**config.mk**
```make
export PLATFORM = sky130hd
export DESIGN_NAME = lif_neuron
export DESIGN_NICKNAME = d
export VERILOG_FILES = /design/src/rtl/lif_neuron.sv
export SDC_FILE = /design/constraint.sdc
export NUM_CORES = 1
export LEC_CHECK = 0
export CELL_PAD_IN_SITES_DETAIL_PLACEMENT = 2
export CELL_PAD_IN_SITES_GLOBAL_PLACEMENT = 2
export CORE_UTILIZATION = 31
export DETAILED_ROUTE_END_ITERATION = 12
export HOLD_SLACK_MARGIN = 0.05
export PLACE_DENSITY_LB_ADDON = 0.15
export SLEW_MARGIN = 15
export SYNTH_ARGS = -nofsm -noshare
export SYNTH_HDL_FRONTEND = slang
export SYNTH_SLANG_ARGS = --single-unit
```
**constraint.sdc**
```tcl
create_clock -name clk_i -period 7.51 [get_ports clk_i]
set_input_delay 1.502 -clock clk_i [delete_from_list [all_inputs] [get_ports clk_i]]
set_output_delay 1.502 -clock clk_i [all_outputs]
set_load 0.02 [all_outputs]
```
**src/rtl/lif_neuron.sv**
```systemverilog
// Leaky integrate-and-fire neuron: sums synapse bytes into a saturating,
// shift-leaking membrane potential and fires a spike followed by a refractory window.
module lif_neuron #(
  parameter int unsigned NUM_SYN       = 4,
  parameter int unsigned POT_W         = 12,
  parameter int unsigned LEAK_SHIFT    = 3,
  parameter int unsigned REFRAC_CYCLES = 4
) (
  input  logic                   clk_i,
  input  logic                   rst_i,
  input  logic                   en_i,
  input  logic [NUM_SYN*8-1:0]   syn_data_i,
  input  logic [POT_W-1:0]       threshold_i,
  output logic                   spike_o,
  output logic [POT_W-1:0]       potential_o,
  output logic                   refrac_o
);

  localparam int unsigned SUM_W  = 8 + $clog2(NUM_SYN);
  localparam int unsigned NEXT_W = POT_W + SUM_W;
  localparam int unsigned CNT_W  = (REFRAC_CYCLES > 0) ? $clog2(REFRAC_CYCLES + 1) : 1;

  typedef enum logic {
    INTEGRATE  = 1'b0,
    REFRACTORY = 1'b1
  } state_e;

  state_e             state_q;
  logic [POT_W-1:0]   pot_q;
  logic [CNT_W-1:0]   cnt_q;
  logic               spike_q;
  logic               refrac_q;

  logic [SUM_W-1:0]   sum_c;
  logic [POT_W-1:0]   leak_c;
  logic [NEXT_W-1:0]  next_full_c;
  logic [POT_W-1:0]   next_sat_c;
  logic               fire_c;

  // Full-width sum of all synapse bytes; SUM_W is wide enough to never wrap.
  always_comb begin
    sum_c = '0;
    for (int k = 0; k < int'(NUM_SYN); k++) begin
      sum_c = sum_c + SUM_W'(syn_data_i[8*k +: 8]);
    end
  end

  // Leak is subtracted from pot itself, so the difference can never underflow.
  always_comb begin
    leak_c      = pot_q >> LEAK_SHIFT;
    next_full_c = NEXT_W'(pot_q - leak_c) + NEXT_W'(sum_c);
    if (|next_full_c[NEXT_W-1:POT_W]) begin
      next_sat_c = '1;
    end else begin
      next_sat_c = next_full_c[POT_W-1:0];
    end
    fire_c = (next_sat_c >= threshold_i);
  end

  always_ff @(posedge clk_i or posedge rst_i) begin
    if (rst_i) begin
      state_q  <= INTEGRATE;
      pot_q    <= '0;
      cnt_q    <= '0;
      spike_q  <= 1'b0;
      refrac_q <= 1'b0;
    end else begin
      spike_q <= 1'b0;
      case (state_q)
        INTEGRATE: begin
          if (en_i) begin
            if (fire_c) begin
              spike_q <= 1'b1;
              pot_q   <= '0;
              if (REFRAC_CYCLES > 0) begin
                cnt_q    <= CNT_W'(REFRAC_CYCLES);
                state_q  <= REFRACTORY;
                refrac_q <= 1'b1;
              end
            end else begin
              pot_q <= next_sat_c;
            end
          end
        end
        REFRACTORY: begin
          // Input is ignored here; the counter alone decides when integration resumes.
          pot_q <= '0;
          if (cnt_q <= CNT_W'(1)) begin
            cnt_q    <= '0;
            state_q  <= INTEGRATE;
            refrac_q <= 1'b0;
          end else begin
            cnt_q <= cnt_q - CNT_W'(1);
          end
        end
        default: begin
          state_q  <= INTEGRATE;
          pot_q    <= '0;
          cnt_q    <= '0;
          refrac_q <= 1'b0;
        end
      endcase
    end
  end

  assign spike_o     = spike_q;
  assign potential_o = pot_q;
  assign refrac_o    = refrac_q;

endmodule
```
==> results by group <==
Detailed routing
  • DRC: 2
  • Max layer used: met4
  • Routed via count: 2876
  • Via density: 5.08
  • 1st-iter DRT viols: 56
  • Detailed Route WL: 9410 µm
  • Met3 wire len: 225 µm
  • DR WL met2: 4870 µm
  • Detailed Routing Iterations Pass 1: 8
  • DR WL/cell: 16.6 µm
  • M1 WL: 4240 µm
  • Detail Route Antenna Nets: 0

Floorplanning
  • Row Count: 35
  • Die Span X: 98.9 µm
  • Height of the die: 98.9 µm
  • Top Ports: 61
  • Area of the die: 9790 µm²
  • Core Region: 9150 µm²
  • Initial Utilization: 31.8%

Finish
  • Nets: 563
  • Ratio of cells with drive above 1 in the final layout: 25.5%
  • Non-filler cells, final: 566
  • Synthesis-to-finish area growth: 48.3%
  • Area occupied by multi-input gates: 2440 µm²
  • N_diodes: 0
  • Fill cells: 1023
  • FF+latch area: 450 µm²
  • End-of-flow core utilization: 47.2%

Yosys
  • Synthesized Nets: 457
  • Synthesized flop and latch total: 18
  • Post-synth EDFFs: 0
  • Compound-Gate Fraction of Synth Area: 24.2%
  • XOR/XNOR Fraction of Synth Area: 6.62%
  • Yosys top cell area share: 18.0%
  • Ys async rst share: 100%
  • Ys flop type: dfrtp_1
  • Count of cell types in the netlist: 49
  • Top post-synthesis cells by count: 76 x inv_1, 42 x ha_1, 21 x nor2_1, 20 x nand2_1
  • Syn Inst Count: 350
  • Mapped cell area: 2910 µm²
  • Post-synthesis mux area share: 0%
  • Count leader, synth: inv_1
  • Seq/Total Area, Yosys: 15.5%
  • Synth top area cells: ha_1 18%, dfrtp_1 15%, fa_1 12%
  • Synth Area in Adders: 30.4%
  • Yosys warns: 0
  • Avg Inst Size Synth: 8.32 µm²
  • Yosys top cell by area: ha_1
  • Largest family of logic cells by synthesized area: adder cells
  • Simple-gate share of the synthesized area: 12.8%

STA
  • Clock Skew: 0.00567 ns
  • Final worst-path cycle share: 98.0%
  • Fmax: 136 MHz
  • Slew Viols, Final: 0
  • Post-layout min period: 7.36 ns
  • RSZ-0062 raised after global routing: true
  • Slew headroom: 40.0%
  • Setup_tns: 0 ns
  • Final hold vios: 0
  • Worst-Margin Slew: 0.897 ns
  • Setup-failing EPs final: 0

Worst setup path
  • Worst Path Class, Setup: primary input to flop
  • CP Data Required Time: 7.71 ns
  • Crit path capture type: flop
  • Crit-path slowest cell: fa_1
  • Worst Path Max Fanout: 8
  • Reg2Reg Depth: 24
  • Critical Path AT: 7.55 ns
  • Worst setup SP type: primary input
  • Crit path largest cell delay: 0.55 ns
  • Crit-path most repeated cell: nor2_2

Clock tree
  • CTS sink count: 18
  • Clk_lat worst skew: 0.26 ns
  • Hold_buf cts: 0
  • CTS buffer count: 3
  • CTS tree: yes
  • Clock transition at path regs: 0.08 ns
  • CTS Buffer Depth: 2
  • H-tree depth: 1
  • Root Buffer: clkbuf_8

Placed design
  • Gpl congestion: 0.793
  • IO buf count: 60
  • Placed cell count: 551
  • HPWL after detailed placement: 7510 µm

GRT
  • GR Overflow Total: 0
  • GR Util All Layers: 19.9%
  • Largest net degree at the start of global routing: 19
  • Initial antenna violation count: 0
  • Number of global-route vias before repair: 3310
  • First-pass GRT wire length: 15700 µm

Flow run
  • # Max-Cap Violations: 0

Worst hold path
  • Hold Path Depth: 2
  • Hold Crit Class: flop to flop

Run status
  • Violated checks: DRC
  • Status: finished, violations left
critical path, delay by kind of cell:
kind | cells | cell delay, ns
buf+inv | 3 | 0.14
simple gates | 8 | 1.09
fa+ha+maj | 6 | 2.08
compound gates | 14 | 2.73
repair_timing:
item,CTS,global route
pin swaps,38,37
setup endpoints to repair,18,18
resized for setup,44,49
buffers inserted,9,3
worst paths after layout:
path / from / to / slack (ns)
worst max register to register: potential_o[4] / potential_o[10] / 1.64
worst min-delay path: refrac_o / refrac_o / 0.56
worst min register to register: refrac_o / refrac_o / 0.56
worst max-delay path: syn_data_i[17] / potential_o[10] / 0.15
max in group asynchronous: rst_i / potential_o[7] / 5.32
min in group asynchronous: rst_i / potential_o[9] / 1.70
metal layers:
| layer | GRT usage, % | vias up |
|---|---|---|
| li1 | - | 1384 |
| met1 | 25.1 | 1450 |
| met2 | 37.3 | 38 |
| met3 | 2.13 | 4 |
| met4 | 2.53 | 0 |
| met5 | 0 | - |
cell usage in the layout (no fill, tap or decap), types with 4 or more instances in the layout:
cell type / count
ha_1: 28
dfrtp_1: 18
nor2_1: 19
ha_4: 12
a21o_1: 10
nand2_1: 17
clkbuf_2: 5
a31oi_1: 6
dlymetal6s2s_1: 4
buf_4: 40
nand3_1: 7
o21ai_0: 8
a21oi_2: 5
o21ai_1: 8
nand2b_1: 8
xnor2_1: 14
clkdlybuf4s50_1: 47
a221o_1: 4
nor2b_1: 5
o21a_1: 5
inv_1: 63
clkbuf_8: 4
inv_2: 12
xor2_1: 7
fa_1: 16
a21oi_1: 12
o21bai_1: 4
buf_6: 4
registers in the layout (all words and copies together) (netlist names):
signal       cells
refrac_o         1
state_q          1
spike_o          1
potential_o     12
cnt_q            3
kinds of logic (layout without fill, tap and decap cells):
group / count (synthesis) / in the layout
compound gates: 94 / 94
simple gates: 76 / 76
fa+ha+maj: 60 / 60
xor+xnor: 22 / 22
buf+inv: 80 / 185
flops: 18 / 18
metrics by stage:
stage | hold slack (ns) | cell area, µm² | setup WS, ns
after floorplan | 0.524 | 2910 | 0.0262
after CTS | 0.573 | 4140 | 0.00229
after global placement | 0.521 | 3880 | -0.663
after global routing | 0.602 | 4320 | -0.0635
after detailed placement | 0.553 | 3880 | -1.07
final | 0.560 | 4320 | 0.154
layout make-up:
type | count | share of cell area [%]
Tap cell | 111 | 3.21
Clock buffer | 4 | 1.27
Timing Repair Buffer | 105 | 22.0
Inverter | 76 | 6.66
Sequential cell | 18 | 10.4
Multi-Input combinational cell | 252 | 56.4
Power is left out: the tool's default activity adds up to more than one toggle a clock period on the data nets, which glitch-free logic cannot reach.
